===== config.mk =====
export PLATFORM = sky130hd
export DESIGN_NAME = mvm_seq_ctrl
export DESIGN_NICKNAME = d
export VERILOG_FILES = /design/src/rtl/mvm_seq_ctrl.sv
export SDC_FILE = /design/constraint.sdc
export NUM_CORES = 1
export LEC_CHECK = 0
export CORE_MARGIN = 2
export CORE_UTILIZATION = 46
export CTS_CLUSTER_SIZE = 10
export DETAILED_ROUTE_END_ITERATION = 8
export GPL_ROUTABILITY_DRIVEN = 0
export PLACE_DENSITY = 0.74
export SLEW_MARGIN = 20
export SYNTH_ARGS = -nofsm -noshare
export SYNTH_HDL_FRONTEND = slang
export SYNTH_SLANG_ARGS = --single-unit

===== constraint.sdc =====
create_clock -name clk -period 1.9 [get_ports clk]
set_input_delay 0.57 -clock clk [delete_from_list [all_inputs] [get_ports clk]]
set_output_delay 0.57 -clock clk [all_outputs]
set_load 0.02 [all_outputs]

===== src/rtl/mvm_seq_ctrl.sv =====
// Sequencer for the matrix-vector multiply datapath: streams A and x into memory,
// then walks the A/X reads for each row and hands y[row] out over valid/ready.
module mvm_seq_ctrl #(
    parameter int  M       = 3,
    parameter int  N       = 3,
    parameter int  MEM_LAT = 1,
    parameter int  AW      = (M * N > 1) ? $clog2(M * N) : 1,
    parameter int  XW      = (N > 1) ? $clog2(N) : 1,
    localparam int RW      = (M > 1) ? $clog2(M) : 1
) (
    input  logic          clk,
    input  logic          reset,
    input  logic          s_valid,
    output logic          s_ready,
    input  logic          m_ready,
    output logic          m_valid,
    output logic [AW-1:0] addr_a,
    output logic          wr_en_a,
    output logic [XW-1:0] addr_x,
    output logic          wr_en_x,
    output logic          mac_en,
    output logic          mac_clear,
    output logic [RW-1:0] out_row,
    output logic          done
);

    localparam int DW = (MEM_LAT > 1) ? $clog2(MEM_LAT) : 1;

    localparam logic [AW-1:0] LAST_A     = AW'(M * N - 1);
    localparam logic [AW-1:0] ROW_STEP   = AW'(N);
    localparam logic [XW-1:0] LAST_K     = XW'(N - 1);
    localparam logic [RW-1:0] LAST_ROW   = RW'(M - 1);
    localparam logic [DW-1:0] LAST_DRAIN = DW'(MEM_LAT - 1);

    typedef enum logic [2:0] {
        LOAD_A,
        LOAD_X,
        ISSUE,
        DRAIN,
        OUT
    } state_t;

    state_t             state_q;
    logic [AW-1:0]      loadCnt_q;
    logic [AW-1:0]      rowBase_q;
    logic [XW-1:0]      k_q;
    logic [RW-1:0]      row_q;
    logic [DW-1:0]      drainCnt_q;
    logic [MEM_LAT-1:0] pipeEn_q;
    logic [MEM_LAT-1:0] pipeFirst_q;

    logic hs;
    logic outHs;

    assign s_ready   = (state_q == LOAD_A) || (state_q == LOAD_X);
    assign hs        = s_valid & s_ready;
    assign wr_en_a   = hs && (state_q == LOAD_A);
    assign wr_en_x   = hs && (state_q == LOAD_X);
    assign addr_a    = (state_q == ISSUE) ? rowBase_q + AW'(k_q) : loadCnt_q;
    assign addr_x    = k_q;
    assign m_valid   = (state_q == OUT);
    assign out_row   = row_q;
    assign outHs     = m_valid & m_ready;
    assign done      = outHs && (row_q == LAST_ROW);
    assign mac_en    = pipeEn_q[MEM_LAT-1];
    assign mac_clear = pipeFirst_q[MEM_LAT-1];

    // k_q doubles as the X load index and the per-row read index; it is zero
    // whenever neither is in progress, so addr_x needs no extra mux.
    always_ff @(posedge clk) begin
        if (reset) begin
            state_q     <= LOAD_A;
            loadCnt_q   <= '0;
            rowBase_q   <= '0;
            k_q         <= '0;
            row_q       <= '0;
            drainCnt_q  <= '0;
            pipeEn_q    <= '0;
            pipeFirst_q <= '0;
        end else begin
            // Enable pipe mirrors memory read latency so mac_en meets the data.
            pipeEn_q[0]    <= (state_q == ISSUE);
            pipeFirst_q[0] <= (state_q == ISSUE) && (k_q == '0);
            for (int i = 1; i < MEM_LAT; i++) begin
                pipeEn_q[i]    <= pipeEn_q[i-1];
                pipeFirst_q[i] <= pipeFirst_q[i-1];
            end

            case (state_q)
                LOAD_A: begin
                    if (hs) begin
                        if (loadCnt_q == LAST_A) begin
                            loadCnt_q <= '0;
                            state_q   <= LOAD_X;
                        end else begin
                            loadCnt_q <= loadCnt_q + 1'b1;
                        end
                    end
                end
                LOAD_X: begin
                    if (hs) begin
                        if (k_q == LAST_K) begin
                            k_q       <= '0;
                            row_q     <= '0;
                            rowBase_q <= '0;
                            state_q   <= ISSUE;
                        end else begin
                            k_q <= k_q + 1'b1;
                        end
                    end
                end
                ISSUE: begin
                    if (k_q == LAST_K) begin
                        k_q        <= '0;
                        drainCnt_q <= '0;
                        state_q    <= DRAIN;
                    end else begin
                        k_q <= k_q + 1'b1;
                    end
                end
                DRAIN: begin
                    if (drainCnt_q == LAST_DRAIN) begin
                        state_q <= OUT;
                    end else begin
                        drainCnt_q <= drainCnt_q + 1'b1;
                    end
                end
                OUT: begin
                    if (m_ready) begin
                        if (row_q == LAST_ROW) begin
                            row_q     <= '0;
                            rowBase_q <= '0;
                            state_q   <= LOAD_A;
                        end else begin
                            row_q     <= row_q + 1'b1;
                            rowBase_q <= rowBase_q + ROW_STEP;
                            state_q   <= ISSUE;
                        end
                    end
                end
                default: state_q <= LOAD_A;
            endcase
        end
    end

endmodule


==> results of run 1 <==
-- sequential cells by signal, indices dropped and copies added, names as in the netlist --
signal     flops
out_row        2
mac_en         1
state_q        3
rowBase_q      4
mac_clear      1
loadCnt_q      4
addr_x         2
-- routing by layer --
layer  track usage  up-vias  wire [um]
met5             0        -          0
met4        0.0526        0         16
met3        0.0322        2        103
met2         0.368       24       1350
met1         0.262      501       1140
li1              -      515          -
-- kinds of logic (layout without fill, tap and decap cells) --
| group | after synthesis | after routing | synth area share |
|---|---|---|---|
| flops | 17 | 17 | 0.329 |
| compound gates | 27 | 27 | 0.167 |
| simple gates | 48 | 48 | 0.301 |
| buf+inv | 16 | 56 | 0.0749 |
| xor+xnor | 1 | 1 | 0.00846 |
| mux | 4 | 4 | 0.0411 |
| fa+ha+maj | 6 | 6 | 0.0797 |
-- area by class of cell --
type                       instances  area (um2)
multi-input combinational         86         669
inverter                           9        33.8
fill                             184         701
tap                               28        35.0
timing repair buffer              43         353
sequential                        17         352
clock buffer                       4        26.3
-- cells in the mapped netlist (3+ instances only) --
cell	count	area share
dfxtp_1	17	0.33
nand2b_1	10	0.060
inv_1	9	0.033
nand2_1	7	0.025
o21ai_0	7	0.034
a21oi_1	6	0.029
ha_1	5	0.060
nor2_1	5	0.018
nand3b_1	4	0.029
a31oi_1	3	0.018
nand4_1	3	0.018
o211ai_1	3	0.022
or3b_2	3	0.025
or4_1	3	0.022
-- worst paths after layout --
check	from	to	slack (ns)	cells past startpoint
max reg2reg	state_q[0]	loadCnt_q[3]	0.15	4
min reg2reg	out_row[1]	out_row[1]	0.54	1
max	rowBase_q[1]	addr_a[3]	-0.23	5
min	out_row[1]	out_row[1]	0.54	1
-- power breakdown --
| part | internal (mW) | switching (mW) | total [mW] |
|---|---|---|---|
| clock network | 0.0816 | 0.115 | 0.197 |
| logic | 0.0292 | 0.0314 | 0.0606 |
| registers | 0.358 | 0.00473 | 0.363 |
| total | 0.469 | 0.152 | 0.620 |
-- what timing repair did --
| action | CTS | global route |
|---|---|---|
| gates cloned | 0 | 0 |
| resized for setup | 62 | 7 |
| buffers inserted | 2 | 0 |
| setup endpoints to repair | 13 | 11 |
| pin swaps | 6 | 1 |
==> results.yml, run 1 <==
route:
  postRouteAntennaNets: 0
  routedWlPerCell_um: 14.0
  drt_iter0_markers: 27
  vias: 1042
  viasPerCell: 5.57
  route.detailed.drc: 0
  route.final.wire_length_um: 2610
  drtPass1Iterations: 4
sta:
  rsz0062_at_grt: "true"
  timing.hold.ws_ns: 0.537
  hold_viol: 0
  tns_ns: -0.866
  fin_crit_ns: 2.13
  maxSlewViolCount: 0
  skew_ns: 0.00901
  setup_violations: 5
  relSlewSlack: 0.743
  tightest_slew_ns: 0.383
  finalWorstSetupSlack_ns: -0.231
  fin_crit_sh: 1.12
  max_freq_ghz: 0.469
power:
  power-per-cell-area_nw_per_um2: 422
  vdd_drop_max_v: 0.000354
  p_leak_nw: 0.616
  power.total_uw: 620
yosys:
  async_flop_share: 0
  avgSynthCellArea_um2: 8.71
  synth_edf_count: 0
  synth_warnings: 0
  synth_seq_cells: 17
  ys.flop_type: "dfxtp_1"
  synth.distinct_cells: 41
  synthesis.nets: 129
  synth_area_um2: 1040
  syn_inst: 119
  ys_seq_area_frac: 0.329
min_path:
  hold_path.class: "register to register"
finish:
  antenna_cells_inserted: 0
  area_delta_synth_final_pct: 41.8
  final_common_cell: "buf_4"
  drive_gt1_frac: 0.390
  fin_area_um2: 1470
  num-nets-final: 170
  fin_util: 0.677
  final_cell_mix: "buf_4 (26), nand2b_1 (10), dfxtp_1 (10)"
  layoutNonFillerInstCount: 187
placed_design:
  pre_cts_ws_ns: -0.917
  portBuffers: 18
  dpl_cell_area_um2: 1400
  place_inst: 181
  dp_hpwl_um: 2000
die:
  die_x_um: 51.5
  die_y_um: 51.5
  start_util: 0.478
  dieArea_um2: 2650
  io_pins: 19
  coreArea_um2: 2170
  std_cell_rows: 17
setup_path:
  slowest_delay_ns: 0.35
  worstPathRequired_ns: 1.33
  crit_chain: "ha_1 > a21oi_1 > o21a_1 > o31a_1 > buf_6"
  crit_type: "register to output pin"
  startpoint_type: "register"
  cp_slowest_cell: "dfxtp_2"
  cp_max_fo: 3
  crit_buf_inv: 1
  cp_top_family: "compound AO/OA/AOI/OAI gates"
  critPathArrivalTime_ns: 1.56
  cp-end-kind: "output pin"
clocking:
  cts.sinks: 17
  clkLatencyLatePin_ns: 0.29
  cts_tree: "done"
  cts_buffer_depth: 2
  hold_buffers: 0
  cts_buffers: 3
  clkTransAtPathRegs_ns: 0.10
  cts_root_buf: "clkbuf_4"
  htree_num_levels: 1
global_route:
  grt_pass1_wl_um: 4150
  grt_max_degree: 14
  groute.usage.overall: 0.208
  antenna_found_initial: 0
  grt-ovfl-total: 0
  grt_pass1_vias: 937
status:
  status: "finished, violations left"
  violations: "setup timing"
job:
  cap_violations: 0
Note: power is estimated with default switching activity, not from simulation.
==> run 2, diff against run 1 <==
CAP_MARGIN = 20   (was unset)
CELL_PAD_IN_SITES_DETAIL_PLACEMENT = 0   (was unset)
CELL_PAD_IN_SITES_GLOBAL_PLACEMENT = 1   (was unset)
CORE_UTILIZATION = 41   (was 46)
PLACE_DENSITY = unset   (was 0.74)
PLACE_DENSITY_LB_ADDON = 0.1   (was unset)
clock period = 2.5 ns   (was 1.9 ns; I/O delays follow)
==> run 2 against run 1 <==
The run now ends clean. Routed wire length fell by 8.0%. Clock-buffer cell count fell by 1. Setup slack improved by 0.28 ns. Sequential power fell by 24%. Critical endpoint is now addr_a[0]. Largest cell class unchanged.
==> results.yml, run 2 (synthesis results as in run 1) <==
power:
  p_leak_nw: 0.544
  vdd_drop_max_v: 0.000315
  power-per-cell-area_nw_per_um2: 350
  power.total_uw: 482
finish:
  layout.filler_cells: 238
  num-nets-final: 164
  drive_gt1_frac: 0.275
  fin_util: 0.566
  antenna_cells_inserted: 0
  area_delta_synth_final_pct: 33.0
  final_common_cell: "buf_4"
  fin_area_um2: 1380
  reg_top3: "loadCnt_q x4, rowBase_q x4, state_q x3"
  final_cell_mix: "buf_4 (21), dfxtp_1 (13), nand2b_1 (10)"
clocking:
  htree_num_levels: 1
  hold_buffers: 0
  cts_root_buf: "clkbuf_4"
  cts.sinks: 17
  clkTransAtPathRegs_ns: 0.11
  cts_tree: "done"
  cts_buffer_depth: 2
  cts_buffers: 3
  clkLatencyLatePin_ns: 0.31
placed_design:
  dpl_cell_area_um2: 1350
  portBuffers: 18
  dp_hpwl_um: 1860
global_route:
  top_usage_layer: "met2"
  grt_max_degree: 11
  antenna_found_initial: 0
  grtUsageMet2: 0.289
  groute.usage.overall: 0.188
  grt_pass1_vias: 853
  grt-ovfl-total: 0
  grt_pass1_wl_um: 3900
  grtUsageMet3: 0.0437
  use_met1: 0.252
setup_path:
  startpoint_type: "register"
  critPathArrivalTime_ns: 1.70
  cp_max_fo: 8
  rrSetupSlack_ns: 0.60
  crit_type: "register to output pin"
  worstRegToRegCells: 5
  timing.rr.end: "loadCnt_q[3]"
  worstPathRequired_ns: 1.75
  rr_startpoint: "state_q[2]"
  cp-end-kind: "output pin"
sta:
  hold_viol: 0
  skew_ns: 0.00294
  max_freq_ghz: 0.409
  maxSlewViolCount: 0
  setup_violations: 0
  fin_crit_sh: 0.979
  timing.hold.ws_ns: 0.517
  relSlewSlack: 0.806
  fin_crit_ns: 2.45
  rsz0062_at_grt: "false"
  tightest_slew_ns: 0.290
die:
  io_pins: 19
  coreArea_um2: 2430
  dieArea_um2: 2940
  start_util: 0.426
  std_cell_rows: 18
  die_x_um: 54.3
  die_y_um: 54.3
route:
  drtPass1Iterations: 4
  route.detailed.drc: 0
  postRouteAntennaNets: 0
  viasPerCell: 5.34
  drt_iter0_markers: 20
  vias: 978
  routedWlPerCell_um: 13.1
  route.final.wire_length_um: 2400
job:
  cap_violations: 0
min_path:
  holdPathEnd: "loadCnt_q[1]"
  hold_path.class: "register to register"
  min_from: "loadCnt_q[1]"
  hold_path_depth: 2
status:
  status: "completed"
==> run 2: cell count changes in the layout (fill, tap and decap cells not counted), moves of 2 or more <==
cell             delta
buf_2               -2
buf_4               -5
buf_6               -3
clkdlybuf4s50_1     +5
dfxtp_1             +3
dfxtp_2             -2
nor2_1              +2
nor2_2              -2
o21ai_0             +2
o21ai_2             -2
==> run 2: timing repair <==
action,CTS,global route
setup endpoints to repair,8,4
hold endpoints to repair,0,0
pin swaps,0,2
cloned,0,0
buffers inserted,0,0
gates resized for setup,28,10
==> run 2: how the worst max path moves through the flow <==
stage	startpoint	endpoint	slack (ns)	cells past startpoint
finish	state_q[1]	addr_a[0]	0.05	3
global route	state_q[1]	addr_a[0]	0.0007	3
CTS	m_ready	done	0.009	4
detailed placement	s_valid	wr_en_a	-0.63	4
global placement	s_valid	wr_en_a	-0.63	4
floorplan	addr_x[0]	addr_a[1]	0.05	4
==> run 2: per-layer routing <==
metal | up-vias | part of all wire
met5 | - | 0
met4 | 0 | 0.017
met3 | 5 | 0.040
met2 | 24 | 0.47
met1 | 449 | 0.48
li1 | 500 | -
==> run 2: power breakdown <==
group / total (mW) / internal (mW) / switching [mW]
clock: 0.163 / 0.0599 / 0.103
combinational: 0.0428 / 0.0210 / 0.0217
sequential: 0.276 / 0.273 / 0.00321
==> run 2: metrics by stage <==
stage	setup WS (ns)	instances	setup TNS [ns]
finish	0.0534	183	0
floorplan	0.0468	119	0
detailed placement	-0.626	179	-1.56
global placement	-0.634	179	-1.52
CTS	0.00949	183	0
global route	0.000673	183	0
==> run 2: cell type report <==
cell class	instances	area, um2	share of cell area
timing repair buffer	37	307	0.223
clock buffer	3	22.5	0.0163
clock inverter	1	5.00	0.00363
tap	30	37.5	0.0272
sequential	17	345	0.251
multi-input combinational	86	627	0.455
inverter	9	33.8	0.0245
==> run 2: worst max-delay path: stages (launching register included) <==
cell,delay [ns]
dfxtp_1,0.34
or3b_4,0.43
mux2_2,0.29
dlygate4sd2_1,0.32
==> RTL edit 1 (settings of run 1) <==
`N`: 3 -> 2.
--- a/src/rtl/mvm_seq_ctrl.sv
+++ b/src/rtl/mvm_seq_ctrl.sv
@@ -4,3 +4,3 @@
     parameter int  M       = 3,
-    parameter int  N       = 3,
+    parameter int  N       = 2,
     parameter int  MEM_LAT = 1,
Interface: changed (resized addr_a and addr_x); port bits go from 19 to 17. The function was not compared with the original's and may differ.
==> RTL edit 1 against run 1 <==
Power decreased by 16%; area after synthesis decreased by 31%; sequential cell count decreased by 4; largest power group unchanged; critical path depth decreased by 1; synthesized cell count decreased by 29%; final area decreased by 26%; worst setup slack improved by 0.24 ns; largest cell class unchanged; utilization increased by 5.5 points; routed wire length decreased by 33%.
==> RTL edit 1: results (changes against run 1) <==
[worst_hold_path]
min_delay_path_depth = 2  ; was 1
hp-start = loadCnt_q[1]  ; was out_row[1]
timing.hold.worst_endpoint = loadCnt_q[1]  ; was out_row[1]

[clock_tree]
cts.clk_slew.worst_paths_ns = 0.08  ; was 0.10 ns

[place]
pre_cts_ws_ns = -0.5927  ; was -0.9173 ns
dpl-instance-area_mm2 = 0.001023  ; was 0.001395 mm²

[cells_and_area]
layout.buffer.nonclock.area_share_pct = 30.31  ; was 24.02%
largestRegisters = loadCnt_q x3, state_q x3  ; was loadCnt_q x4, rowBase_q x4, state_q x3
non_clock_buffer_count = 42  ; was 43
layout_cell_share_with_drive_strength_beyond_1_pct = 40.48  ; was 38.99%
nonClockInverterCount = 2  ; was 9
layout.cells.non_filler = 142  ; was 187

[route]
wire_per_inst_um = 12.33  ; was 13.96 µm
m1WireLength_um = 793  ; was 1.144 mm
drt_iter0_markers = 4  ; was 27
routed_via_density = 5.232  ; was 5.572
met3WireLength_um = 97  ; was 103 µm

[setup_path]
r2r_slack_ns = 0.26  ; was 0.15 ns
worstSetupStartpoint = state_q[0]  ; was rowBase_q[1]
cp_data_arrival_time_ns = 1.32  ; was 1.56 ns
crit_path_top_delay_cell = sky130_fd_sc_hd__or3b_4  ; was sky130_fd_sc_hd__dfxtp_2
critical_path.max_stage_delay_ns = 0.40  ; was 0.35 ns
cp-endpoint = m_valid  ; was addr_a[3]

[power_and_ir_drop]
flip_flop_and_latch_power_mw = 0.279  ; was 0.363 mW
p_clk_mw = 0.176  ; was 0.197 mW
power_switching_mw = 0.1288  ; was 0.1515 mW
max-vdd-ir-drop_v = 0.0003238  ; was 0.0003539 V
cellLeakagePower_nw = 0.4829  ; was 0.6156 nW

[grt]
vias_in_the_first_global_route = 700  ; was 937
global_route_wire_length_before_repair_mm = 2.953  ; was 4.153 mm

[timing]
timing.hold.ws_ns = 0.5199  ; was 0.5372 ns
final.setup_skew_ns = 0.002962  ; was 0.009011 ns

[synth]
post_synth_main_area_contributors = sky130_fd_sc_hd__dfxtp_1 (36%), sky130_fd_sc_hd__a21oi_1 (7.0%), sky130_fd_sc_hd__nor2_1 (5.7%), sky130_fd_sc_hd__xnor2_1 (3.7%), sky130_fd_sc_hd__nor4b_4 (3.3%)  ; was sky130_fd_sc_hd__dfxtp_1 (33%), sky130_fd_sc_hd__ha_1 (6.0%), sky130_fd_sc_hd__nand2b_1 (6.0%), sky130_fd_sc_hd__o21ai_0 (3.4%), sky130_fd_sc_hd__inv_1 (3.3%)
synth.yosys.seq_area_share_pct = 36.17  ; was 32.85%
post_synth_mux_area_share_pct = 3.130  ; was 4.106%
synth_compound_gate_area_share_pct = 14.43  ; was 16.67%

[status]
outcome = finished clean  ; was finished with violations

[die]
die_x_um = 43.55  ; was 51.46 µm

==> RTL edit 1: cell types whose count changed after synthesis, moves of 3 or more <==
cell                       delta
sky130_fd_sc_hd__nand2b_1     -7
sky130_fd_sc_hd__o211ai_1     -3
sky130_fd_sc_hd__nand4_1      -3
sky130_fd_sc_hd__inv_1        -7
sky130_fd_sc_hd__xnor2_1      +3
sky130_fd_sc_hd__or3b_2       -3
sky130_fd_sc_hd__dfxtp_1      -4
sky130_fd_sc_hd__nand2_1      -3
sky130_fd_sc_hd__o21ai_0      -5
sky130_fd_sc_hd__nor2_1       +6
sky130_fd_sc_hd__a21oi_1      +4
sky130_fd_sc_hd__ha_1         -4
==> RTL edit 1: layer usage <==
metal | GRT usage, % | up-vias
met5 | 0 | -
met4 | 14.55 | 0
met3 | 5.000 | 6
met2 | 34.12 | 25
met1 | 25.52 | 332
li1 | - | 380
==> RTL edit 1: critical path: cells and delay by family (launching register included) <==
family | cells | cell delay (ns)
flops | 1 | 0.35
buf+inv | 3 | 0.29
simple gates | 1 | 0.40
==> RTL edit 2 (config.mk and constraints of run 1) <==
Made on the original files. Re-encode `state_t` (5 states) as Gray code, 3 bits wide.
--- a/src/rtl/mvm_seq_ctrl.sv
+++ b/src/rtl/mvm_seq_ctrl.sv
@@ -35,7 +35,7 @@
     typedef enum logic [2:0] {
-        LOAD_A,
-        LOAD_X,
-        ISSUE,
-        DRAIN,
-        OUT
+        LOAD_A = 3'b000,
+        LOAD_X = 3'b001,
+        ISSUE  = 3'b011,
+        DRAIN  = 3'b010,
+        OUT    = 3'b110
     } state_t;
Check against the original RTL: no difference found for any inputs over 10 cycles, from zero or initial values and one cycle with reset high; not proved beyond that.
==> RTL edit 2 against run 1 <==
The flow still finishes with violations (setup timing); routed wire length is 0.88% lower; area after synthesis is 2.9% lower; sequential share of layout area shrank 0.40 points; clock skew down 0.0046 ns; non-clock buffer count is 7 higher; final area up 3.2%; power increased by 1.5%; sequential cell count stayed put; worst setup slack worse by 0.019 ns.
==> RTL edit 2: results (changes against run 1) <==
[timing]
final.setup_skew_ns = 0.004409  ; was 0.009011 ns
timing.final.ws_setup_ns = -0.2494  ; was -0.2307 ns
setup_viol = 3  ; was 5

[grt]
met1_global_route_usage_pct = 28.41  ; was 26.22%
maximum_number_of_pins_on_one_net_before_global_route_repair = 10  ; was 14
global_route_wire_length_before_repair_mm = 4.388  ; was 4.153 mm
vias_in_the_first_global_route = 1003  ; was 937

[cells_and_area]
final_net_count = 182  ; was 170

[synth]
post_synth_most_frequent_cells = sky130_fd_sc_hd__dfxtp_1 (17), sky130_fd_sc_hd__nor2_1 (17), sky130_fd_sc_hd__a21oi_1 (12)  ; was sky130_fd_sc_hd__dfxtp_1 (17), sky130_fd_sc_hd__nand2b_1 (10), sky130_fd_sc_hd__inv_1 (9)
post_synth_main_area_contributors = sky130_fd_sc_hd__dfxtp_1 (34%), sky130_fd_sc_hd__nor2_1 (6.3%), sky130_fd_sc_hd__ha_1 (6.2%), sky130_fd_sc_hd__a21oi_1 (6.0%), sky130_fd_sc_hd__nand2_1 (4.1%)  ; was sky130_fd_sc_hd__dfxtp_1 (33%), sky130_fd_sc_hd__ha_1 (6.0%), sky130_fd_sc_hd__nand2b_1 (6.0%), sky130_fd_sc_hd__o21ai_0 (3.4%), sky130_fd_sc_hd__inv_1 (3.3%)
ys_types = 36  ; was 41
synth-adder-area-share_pct = 8.209  ; was 7.971%

[power_and_ir_drop]
cellLeakagePower_nw = 0.6917  ; was 0.6156 nW
max-vdd-ir-drop_v = 0.0003946  ; was 0.0003539 V
power_density_mw_per_mm2 = 415.3  ; was 422.2 mW/mm²
p_comb_mw = 0.0666  ; was 0.0606 mW

[setup_path]
timing.rr.start = state_q[1]  ; was state_q[0]
r2r_slack_ns = 0.29  ; was 0.15 ns
critical_path.max_stage_delay_ns = 0.38  ; was 0.35 ns
crit_path_top_delay_cell = sky130_fd_sc_hd__dfxtp_4  ; was sky130_fd_sc_hd__dfxtp_2

[route]
totalWireLength_mm = 2.588  ; was 2.611 mm
routed_via_density = 5.222  ; was 5.572

[place]
dpl-instance-area_mm2 = 0.001420  ; was 0.001395 mm²
dp_hpwl_mm = 1.917  ; was 2.004 mm
dp_cells = 190  ; was 181
pre_cts_ws_ns = -0.7225  ; was -0.9173 ns

[worst_hold_path]
timing.hold.worst_endpoint = rowBase_q[3]  ; was out_row[1]
min_delay_path_depth = 2  ; was 1

[status]
violations = setup timing  ; unchanged
outcome = finished with violations  ; unchanged

[clock_tree]
cts_resized = 59  ; was 62

## RTL edit 2: cell types whose count changed after synthesis, moves of 3 or more
| cell | change |
|---|---|
| sky130_fd_sc_hd__nor2_1 | +12 |
| sky130_fd_sc_hd__nand2b_1 | -7 |
| sky130_fd_sc_hd__a21oi_1 | +6 |
| sky130_fd_sc_hd__nand2_1 | +4 |
| sky130_fd_sc_hd__nor2b_1 | +4 |
| sky130_fd_sc_hd__nor3_1 | +4 |
| sky130_fd_sc_hd__nand3b_1 | -3 |
| sky130_fd_sc_hd__or3b_2 | -3 |
| sky130_fd_sc_hd__or4_1 | -3 |
## RTL edit 2: layout make-up
| type | instances | area, µm² |
|---|---|---|
| clock buffer | 4 | 26.28 |
| fill | 156 | 506.7 |
| inverter | 8 | 30.03 |
| multi-input combinational | 92 | 651.9 |
| sequential | 17 | 356.6 |
| tap | 27 | 33.78 |
| timing repair buffer | 50 | 416.7 |
